<file path="src/rtl/alu_arbiter_pkg.sv">
// Shared types and constants for the two-requester ALU arbiter.
// Holds the FSM state encoding, the ALU opcodes and the signed-overflow rule.
package alu_arbiter_pkg;

  typedef enum logic [1:0] {
    IDLE = 2'd0,
    EXEC = 2'd1,
    RESP = 2'd2
  } arb_state_t;

  localparam logic [3:0] ALU_ADD = 4'b0000;
  localparam logic [3:0] ALU_SUB = 4'b0001;
  localparam logic [3:0] ALU_AND = 4'b0010;
  localparam logic [3:0] ALU_OR  = 4'b0011;

  // Two's-complement overflow from operand and result sign bits.
  function automatic logic signed_ovf(input logic a_msb, input logic b_msb,
                                      input logic r_msb, input logic is_sub);
    logic ops_agree;
    ops_agree = is_sub ? (a_msb != b_msb) : (a_msb == b_msb);
    return ops_agree && (r_msb != a_msb);
  endfunction

endpackage

</file>
<file path="src/rtl/alu_arbiter_alu.sv">
// Combinational ALU: add, sub, and, or with zero and signed-overflow flags.
// Undefined opcodes produce a zero result and no overflow.
module alu_arbiter_alu
  import alu_arbiter_pkg::*;
#(
  parameter int DATA_W = 64,
  parameter int CTRL_W = 4
) (
  input  logic [DATA_W-1:0] a,
  input  logic [DATA_W-1:0] b,
  input  logic [CTRL_W-1:0] ctrl,
  output logic [DATA_W-1:0] result,
  output logic              zero,
  output logic              overflow
);

  always_comb begin
    result   = '0;
    overflow = 1'b0;
    case (ctrl)
      CTRL_W'(ALU_ADD): begin
        result   = a + b;
        overflow = signed_ovf(a[DATA_W-1], b[DATA_W-1], result[DATA_W-1], 1'b0);
      end
      CTRL_W'(ALU_SUB): begin
        result   = a - b;
        overflow = signed_ovf(a[DATA_W-1], b[DATA_W-1], result[DATA_W-1], 1'b1);
      end
      CTRL_W'(ALU_AND): result = a & b;
      CTRL_W'(ALU_OR):  result = a | b;
      default:          result = '0;
    endcase
    zero = (result == '0);
  end

endmodule

</file>
<file path="src/rtl/alu_arbiter.sv">
// Round-robin arbiter sharing one ALU between two requesters, one op in flight.
// Define ALU_ARB_OVF_STICKY_EN to add the ovf_sticky / ovf_clear sticky overflow flag.
module alu_arbiter
  import alu_arbiter_pkg::*;
#(
  parameter int DATA_W = 64,
  parameter int CTRL_W = 4
) (
  input  logic              clk,
  input  logic              rst,
  input  logic              req0_valid,
  output logic              req0_ready,
  input  logic [DATA_W-1:0] req0_a,
  input  logic [DATA_W-1:0] req0_b,
  input  logic [CTRL_W-1:0] req0_ctrl,
  input  logic              req1_valid,
  output logic              req1_ready,
  input  logic [DATA_W-1:0] req1_a,
  input  logic [DATA_W-1:0] req1_b,
  input  logic [CTRL_W-1:0] req1_ctrl,
  output logic              rsp_valid,
  input  logic              rsp_ready,
  output logic              rsp_id,
  output logic [DATA_W-1:0] rsp_result,
  output logic              rsp_zero,
  output logic              rsp_overflow
`ifdef ALU_ARB_OVF_STICKY_EN
  ,
  output logic              ovf_sticky,
  input  logic              ovf_clear
`endif
);

  arb_state_t        state_q, state_d;
  logic              last_grant_q, last_grant_d;
  logic [DATA_W-1:0] a_q, a_d;
  logic [DATA_W-1:0] b_q, b_d;
  logic [CTRL_W-1:0] ctrl_q, ctrl_d;
  logic              id_q, id_d;
  logic              rsp_valid_q, rsp_valid_d;
  logic              rsp_id_q, rsp_id_d;
  logic [DATA_W-1:0] result_q, result_d;
  logic              zero_q, zero_d;
  logic              ovf_q, ovf_d;

  logic              grant_id;
  logic              accept;
  logic [DATA_W-1:0] alu_result;
  logic              alu_zero;
  logic              alu_overflow;

  alu_arbiter_alu #(
    .DATA_W (DATA_W),
    .CTRL_W (CTRL_W)
  ) u_alu (
    .a        (a_q),
    .b        (b_q),
    .ctrl     (ctrl_q),
    .result   (alu_result),
    .zero     (alu_zero),
    .overflow (alu_overflow)
  );

  // On a tie the requester that did not win last time gets the grant.
  always_comb begin
    grant_id = req1_valid;
    if (req0_valid && req1_valid) begin
      grant_id = ~last_grant_q;
    end
  end

  assign req0_ready = !rst && (state_q == IDLE) && req0_valid && !grant_id;
  assign req1_ready = !rst && (state_q == IDLE) && req1_valid && grant_id;
  assign accept     = req0_ready || req1_ready;

  always_comb begin
    state_d      = state_q;
    last_grant_d = last_grant_q;
    a_d          = a_q;
    b_d          = b_q;
    ctrl_d       = ctrl_q;
    id_d         = id_q;
    rsp_valid_d  = rsp_valid_q;
    rsp_id_d     = rsp_id_q;
    result_d     = result_q;
    zero_d       = zero_q;
    ovf_d        = ovf_q;
    case (state_q)
      IDLE: begin
        if (accept) begin
          a_d          = grant_id ? req1_a : req0_a;
          b_d          = grant_id ? req1_b : req0_b;
          ctrl_d       = grant_id ? req1_ctrl : req0_ctrl;
          id_d         = grant_id;
          last_grant_d = grant_id;
          state_d      = EXEC;
        end
      end
      EXEC: begin
        result_d    = alu_result;
        zero_d      = alu_zero;
        ovf_d       = alu_overflow;
        rsp_id_d    = id_q;
        rsp_valid_d = 1'b1;
        state_d     = RESP;
      end
      RESP: begin
        if (rsp_ready) begin
          rsp_valid_d = 1'b0;
          state_d     = IDLE;
        end
      end
      default: begin
        rsp_valid_d = 1'b0;
        state_d     = IDLE;
      end
    endcase
  end

  always_ff @(posedge clk or posedge rst) begin
    if (rst) begin
      state_q      <= IDLE;
      last_grant_q <= 1'b1;
      a_q          <= '0;
      b_q          <= '0;
      ctrl_q       <= '0;
      id_q         <= 1'b0;
      rsp_valid_q  <= 1'b0;
      rsp_id_q     <= 1'b0;
      result_q     <= '0;
      zero_q       <= 1'b0;
      ovf_q        <= 1'b0;
    end else begin
      state_q      <= state_d;
      last_grant_q <= last_grant_d;
      a_q          <= a_d;
      b_q          <= b_d;
      ctrl_q       <= ctrl_d;
      id_q         <= id_d;
      rsp_valid_q  <= rsp_valid_d;
      rsp_id_q     <= rsp_id_d;
      result_q     <= result_d;
      zero_q       <= zero_d;
      ovf_q        <= ovf_d;
    end
  end

  assign rsp_valid    = rsp_valid_q;
  assign rsp_id       = rsp_id_q;
  assign rsp_result   = result_q;
  assign rsp_zero     = zero_q;
  assign rsp_overflow = ovf_q;

`ifdef ALU_ARB_OVF_STICKY_EN
  logic ovf_sticky_q, ovf_sticky_d;

  // A completed overflowing response sets the flag even if a clear arrives together.
  always_comb begin
    ovf_sticky_d = ovf_sticky_q;
    if (rsp_valid_q && rsp_ready && ovf_q) begin
      ovf_sticky_d = 1'b1;
    end else if (ovf_clear) begin
      ovf_sticky_d = 1'b0;
    end
  end

  always_ff @(posedge clk or posedge rst) begin
    if (rst) begin
      ovf_sticky_q <= 1'b0;
    end else begin
      ovf_sticky_q <= ovf_sticky_d;
    end
  end

  assign ovf_sticky = ovf_sticky_q;
`endif

endmodule

</file>
<file path="config.mk">
export PLATFORM = sky130hd
export DESIGN_NAME = alu_arbiter
export DESIGN_NICKNAME = d
export VERILOG_FILES = /design/src/rtl/alu_arbiter_pkg.sv /design/src/rtl/alu_arbiter_alu.sv /design/src/rtl/alu_arbiter.sv
export SDC_FILE = /design/constraint.sdc
export NUM_CORES = 1
export LEC_CHECK = 0
export BUFFER_PORTS_ARGS = -buffer_cell sky130_fd_sc_hd__buf_2
export CORE_MARGIN = 10
export CORE_UTILIZATION = 35
export DETAILED_ROUTE_END_ITERATION = 8
export SYNTH_ARGS = -nofsm -noshare
export SYNTH_HDL_FRONTEND = slang
export SYNTH_HIERARCHICAL = 1
export SYNTH_SLANG_ARGS = --single-unit
</file>
<file path="constraint.sdc">
create_clock -name clk -period 16.85 [get_ports clk]
set_input_delay 0.8425 -clock clk [delete_from_list [all_inputs] [get_ports clk]]
set_output_delay 0.8425 -clock clk [all_outputs]
set_load 0.005 [all_outputs]
</file>
==> impl_metrics.yaml, run 1 <==
outcome:
  status: "complete, no violations"
detailed_routing:
  drtIter0Drc: 1887
  wl_um: 90500
  viasPerCell: 6.11
  first_pass_iters: 5
  wl_per_cell_um: 25.9
  drc: 0
  dr_total_vias: 21354
  drtAntennaViolNets: 0
grt:
  grt_usage_pct: 24.3
  gr-total-overflow: 0
  grt_pass1_wl_um: 135000
  grt_pass1_vias: 21080
  grt_max_degree: 162
  antenna_found_initial: 5
critical_path:
  cp.arrival_ps: 6160
  reg2reg_depth: 15
  regToRegEndpoint: "rsp_zero$_DFFE_PP0P_"
  crit_path_end: "rsp_zero$_DFFE_PP0P_"
  worst-r2r-setup-slack_ps: 11140
  cp-start-kind: "register"
  end_kind: "register"
  worst_ep_required_time_ps: 17300
  crit_start: "a_q[11]$_DFFE_PP0P_"
  r2r-start: "a_q[11]$_DFFE_PP0P_"
  crit_path_max_fanout: 13
  critPathKind: "register to register"
floorplanning:
  die_h_um: 265
  fp.coreArea_um2: 59400
  ios: 339
  core.rowCount: 89
  die_w_um: 265
  start_util_pct: 35.5
  die_area_um2: 70500
place:
  hpwl_um: 70600
  place_ws_ps: 11240
  post_dp_cell_area_um2: 23200
  io_buffers: 338
  routabilityCongestion: 0.967
yosys:
  synth.area.top_cells: "dfrtp_1 (24%), ha_1 (12%), o32ai_1 (5.7%)"
  postSynthCellCount: 2495
  ys_async_sr_fraction_pct: 100
  synthTopCellsByCount: "ha_1 (208), inv_1 (205), dfrtp_1 (203)"
  synth_area_per_cell_um2: 8.45
  synth_warnings: 6
  yosys_most_used_dff: "dfrtp_1"
  synth_edf_count: 0
  ys_seq_area_share_pct: 24.2
  synth-seq-cells: 204
  netlist_area_um2: 21100
  yosysUniqueCellTypes: 99
  yosysTopAreaCell: "dfrtp_1"
  synth_top_area_share_pct: 24.1
  yosysMostFrequentCell: "ha_1"
  synth_nets: 2974
timing:
  fin_crit_sh_pct: 33.9
  rsz0062_at_grt: "false"
  finalHoldViolations: 0
  setup_viol: 0
  period_minus_slack_ps: 5710
  maxSlewViolCount: 0
  slew_headroom_pct: 29.9
  worst_pin_slew_ps: 1050
  fin_hold_ws_ps: 356
  fin_tns_setup_ps: 0
  fin_skew_ps: 27.6
  max_freq_mhz: 175
  finalWorstSetupSlack_ps: 11140
finish:
  finalNetCount: 3180
  area_delta_synth_final_pct: 14.4
  fill_cells: 5991
  design_area_um2: 24100
  drive_gt1_share_pct: 22.4
  multi_input_area_um2: 14400
  seqCellArea_um2: 5110
  final_util_pct: 40.6
cts:
  cts.sinks: 204
  cts_tree: "done"
  ctsHtreeMaxLevel: 1
  numCtsBuffers: 26
  cts_hold_buf: 0
  cts_resized: 0
  cts_max_path_buffers: 3
  clock_latency_ps: 580
  clock-root-buffer: "clkbuf_16"
  path_clk_slew_ps: 70
  cts_setup_buffers: 0
power_and_ir_drop:
  peakVddDrop_uv: 94.9
  p_clk_share_pct: 10.2
  p_switching_uw: 3370
  p_int_uw: 2630
  power_frac_comb_pct: 73.6
  seq_power_share_pct: 16.2
  p_per_area_nw_per_um2: 249
  p_sw_share_pct: 56.1
  p_leak_uw: 0.0108
flow_run:
  drv_cap: 0
hold_path:
  min_path_type: "primary input to asynchronous set/reset pin"
-- power groups by stage --
stage               combinational (uW)  clock, uW  sequential [uW]
finish                            4410        614              971
global route                      4740        652             1010
CTS                               4320        630              970
detailed placement                4290          0              975
global placement                  4310          0              959
floorplan                         3000          0              890
-- critical path, cell delays in order, from the launching register on --
cell and delay (ps):
dfrtp_1 410, inv_1 60, ha_1 510, or4_1 620, a2111oi_2 730, o21ai_1 290
a2111oi_0 720, nor2_1 180, a21oi_1 340, a41oi_1 220, xnor2_1 190, o21ai_0 660
nor4_2 160, nand3_1 130, nor3_2 50, mux2_1 310
-- routing by layer --
| layer | GRT usage [%] | up-vias | wire (um) | share of wire [%] |
|---|---|---|---|---|
| met2 | 39.2 | 839 | 41000 | 45 |
| met1 | 33.5 | 10551 | 41100 | 45 |
| met4 | 5.50 | 0 | 1980 | 2.2 |
| met3 | 3.83 | 108 | 6400 | 7.1 |
| li1 | - | 9856 | - | - |
| met5 | 0 | - | 0 | 0 |
-- state kept, by name (all words and copies together) (netlist names) --
| name | flops |
|---|---|
| rsp_result | 64 |
| state_q | 2 |
| id_q | 1 |
| last_grant_q | 1 |
| rsp_zero | 1 |
| b_q | 64 |
| ctrl_q | 4 |
| a_q | 64 |
| rsp_valid | 1 |
| rsp_id | 1 |
| rsp_overflow | 1 |
-- layout by cell type, fill, tap and decap left out, types with 51 or more instances in the layout --
master / count
a2bb2oi_2: 70
ha_1: 208
nor2_1: 154
a2bb2oi_1: 64
buf_2: 338
o32ai_1: 137
o21ai_0: 137
inv_1: 204
nand2_1: 155
mux2_2: 51
dfrtp_1: 202
a21oi_1: 180
-- worst min path at each step --
stage               slack, ps                   from  cells after the start                    end
floorplan                 470  rsp_valid$_DFFE_PP0P_                      1  rsp_valid$_DFFE_PP0P_
global placement          460  rsp_valid$_DFFE_PP0P_                      1  rsp_valid$_DFFE_PP0P_
detailed placement        470  rsp_valid$_DFFE_PP0P_                      1  rsp_valid$_DFFE_PP0P_
CTS                       360                    rst                      2     a_q[5]$_DFFE_PP0P_
global route              390                    rst                      2  rsp_valid$_DFFE_PP0P_
finish                    360                    rst                      2     a_q[5]$_DFFE_PP0P_
-- area by class of cell --
cell class	count	share of cell area [%]
clock inverter	17	0.861
tap	773	4.01
multi-input combinational	1891	59.6
inverter	210	3.31
antenna	1	0.0104
clock buffer	31	2.99
timing repair buffer	368	8.00
sequential	204	21.2
-- kinds of logic (layout without fill, tap and decap cells) --
| group | count (synthesis) | in the layout | share of synthesized area (%) |
|---|---|---|---|
| compound gates | 941 | 941 | 34.8 |
| xor+xnor | 43 | 43 | 1.79 |
| fa+ha+maj | 210 | 210 | 12.5 |
| buf+inv | 400 | 626 | 7.78 |
| flops | 204 | 204 | 24.2 |
| mux | 84 | 84 | 4.40 |
| other cells | 0 | 1 | 0 |
| simple gates | 613 | 613 | 14.5 |
-- stage by stage --
stage,total power [uW],cells
detailed placement,5270,3446
finish,6000,3495
global placement,5270,3446
floorplan,3890,2495
global route,6400,3494
CTS,5920,3494
No activity file was read; power rests on OpenSTA's default activity.
==> run 2: changes to the inputs <==
==> constraint.sdc (replaced) <==
create_clock -name clk -period 5.8 [get_ports clk]
set_input_delay 0.29 -clock clk [delete_from_list [all_inputs] [get_ports clk]]
set_output_delay 0.29 -clock clk [all_outputs]
set_load 0.005 [all_outputs]
==> impl_metrics.yaml, run 2 (synthesis results as in run 1) <==
timing:
  fin_hold_ws_ps: -5.90
  finalHoldViolations: 2
  maxSlewViolCount: 0
  fin_skew_ps: 20.2
  period_minus_slack_ps: 5490
  setup_viol: 0
  max_freq_mhz: 182
  slew_headroom_pct: 22.5
  fin_tns_setup_ps: 0
  fin_crit_sh_pct: 94.7
  worst_pin_slew_ps: 1160
  rsz0062_at_grt: "false"
cts:
  cts_max_path_buffers: 3
  path_clk_slew_ps: 70
  cts_tree: "done"
  clock_latency_ps: 580
  cts.sinks: 204
  numCtsBuffers: 26
  ctsHtreeMaxLevel: 1
  clock-root-buffer: "clkbuf_16"
power_and_ir_drop:
  p_per_area_nw_per_um2: 721
  p_sw_share_pct: 56.1
  p_int_uw: 7700
  p_leak_uw: 0.0109
  seq_power_share_pct: 16.0
  power_frac_comb_pct: 74.4
  peakVddDrop_uv: 287
  p_clk_share_pct: 9.6
  p_switching_uw: 9850
flow_run:
  drv_cap: 0
place:
  io_buffers: 338
  post_dp_cell_area_um2: 23400
  hpwl_um: 69800
  routabilityCongestion: 1.01
floorplanning:
  die_area_um2: 70500
  fp.coreArea_um2: 59400
  die_h_um: 265
  core.rowCount: 89
  start_util_pct: 35.5
  ios: 339
  die_w_um: 265
critical_path:
  cp.arrival_ps: 5960
  end_kind: "register"
  critPathKind: "register to register"
  cp-start-kind: "register"
  crit_path_max_fanout: 13
  worst_ep_required_time_ps: 6270
finish:
  antennaDiodeCount: 0
  area_delta_synth_final_pct: 15.3
  finalNetCount: 3206
  fill_cells: 5943
  layout_common_cells: "buf_2 (338), ha_1 (208), inv_1 (204)"
  drive_gt1_share_pct: 22.7
  design_area_um2: 24300
  final_common_cell: "buf_2"
grt:
  gr-total-overflow: 0
  antenna_found_initial: 4
  grt_pass1_wl_um: 134000
  grt_pass1_vias: 21140
  grt_usage_pct: 24.3
  grt_max_degree: 146
outcome:
  status: "finished with violations"
  violations: "hold timing"
detailed_routing:
  wl_um: 90500
  drtIter0Drc: 2027
  wl_per_cell_um: 25.7
  viasPerCell: 6.11
  drtAntennaViolNets: 0
  drc: 0
  first_pass_iters: 6
  dr_total_vias: 21493
hold_path:
  min_path_type: "primary input to asynchronous set/reset pin"
==> run 2: cell types whose count changed in the layout (fill, tap and decap cells not counted), moves of 2 or more <==
cell | previous run | this run
dlygate4sd3_1 | 0 | 8
buf_4 | 29 | 43
buf_12 | 1 | 5
clkbuf_1 | 1 | 4
inv_6 | 2 | 0
==> run 2: repair_timing <==
action,4_1_cts,5_1_grt
gates resized for setup,0,1
hold buffers,8,0
buffers inserted,0,0
setup endpoints to repair,0,1
hold endpoints to repair,7,0
==> run 2: through the flow <==
step | hold WS (ps) | setup slack, ps | total power, uW | utilization, % | cells
after global placement | 463 | 233 | 15500 | 39.4 | 3464
after floorplan | 360 | 1610 | 11300 | - | 2495
after global routing | 17.5 | 8.86 | 18700 | 41.0 | 3519
final | -5.90 | 307 | 17600 | 41.0 | 3519
after detailed placement | 473 | 212 | 15500 | 39.4 | 3464
after CTS | 3.77 | 213 | 17300 | 41.0 | 3519
==> run 2: per-layer routing <==
metal,vias to the layer above,global-route usage (%),routed length [um]
met5,-,0,0
met1,10547,32.7,40100
met4,0,6.12,2280
li1,9886,-,-
met3,132,5.49,7620
met2,928,38.6,40400
==> run 2: power groups by stage <==
stage	logic, uW	registers [uW]	clock network, uW
after floorplan	8700	2590	0
after global placement	12700	2800	0
after detailed placement	12700	2830	0
after CTS	12800	2810	1740
after global routing	14000	2910	1780
final	13100	2800	1690
==> run 2: worst max-delay path, stage by stage (launching register included) <==
cell,delay (ps)
dfrtp_1,420
inv_1,70
ha_1,490
or4_1,630
a2111oi_2,710
o21ai_1,290
a2111oi_0,650
nor2_1,180
a21oi_1,320
a41oi_1,280
xnor2_1,210
o21ai_1,500
nor4_2,130
nand3_1,130
nor3_2,50
mux2_1,300
==> run 2: layout make-up <==
cell class	instances	area, um^2	area share, %
Multi-Input combinational cell	1891	14400	59.1
Timing Repair Buffer	394	2190	9.02
Clock buffer	33	707	2.91
Tap cell	773	967	3.98
Inverter	210	795	3.27
Clock inverter	14	166	0.684
Sequential cell	204	5110	21.0
==> run 2: worst paths after layout <==
check | startpoint | endpoint | slack, ps | cells past startpoint
min reg2reg | rsp_overflow$_DFFE_PP0P_ | rsp_overflow$_DFFE_PP0P_ | 480 | 1
min in group clk | req1_a[48] | a_q[48]$_DFFE_PP0P_ | 30 | 3
max | a_q[11]$_DFFE_PP0P_ | rsp_zero$_DFFE_PP0P_ | 310 | 15
max in group asynchronous | rst | rsp_result[21]$_DFFE_PP0P_ | 5120 | 3
min | rst | rsp_result[0]$_DFFE_PP0P_ | -6 | 3
max reg2reg | a_q[11]$_DFFE_PP0P_ | rsp_zero$_DFFE_PP0P_ | 310 | 15
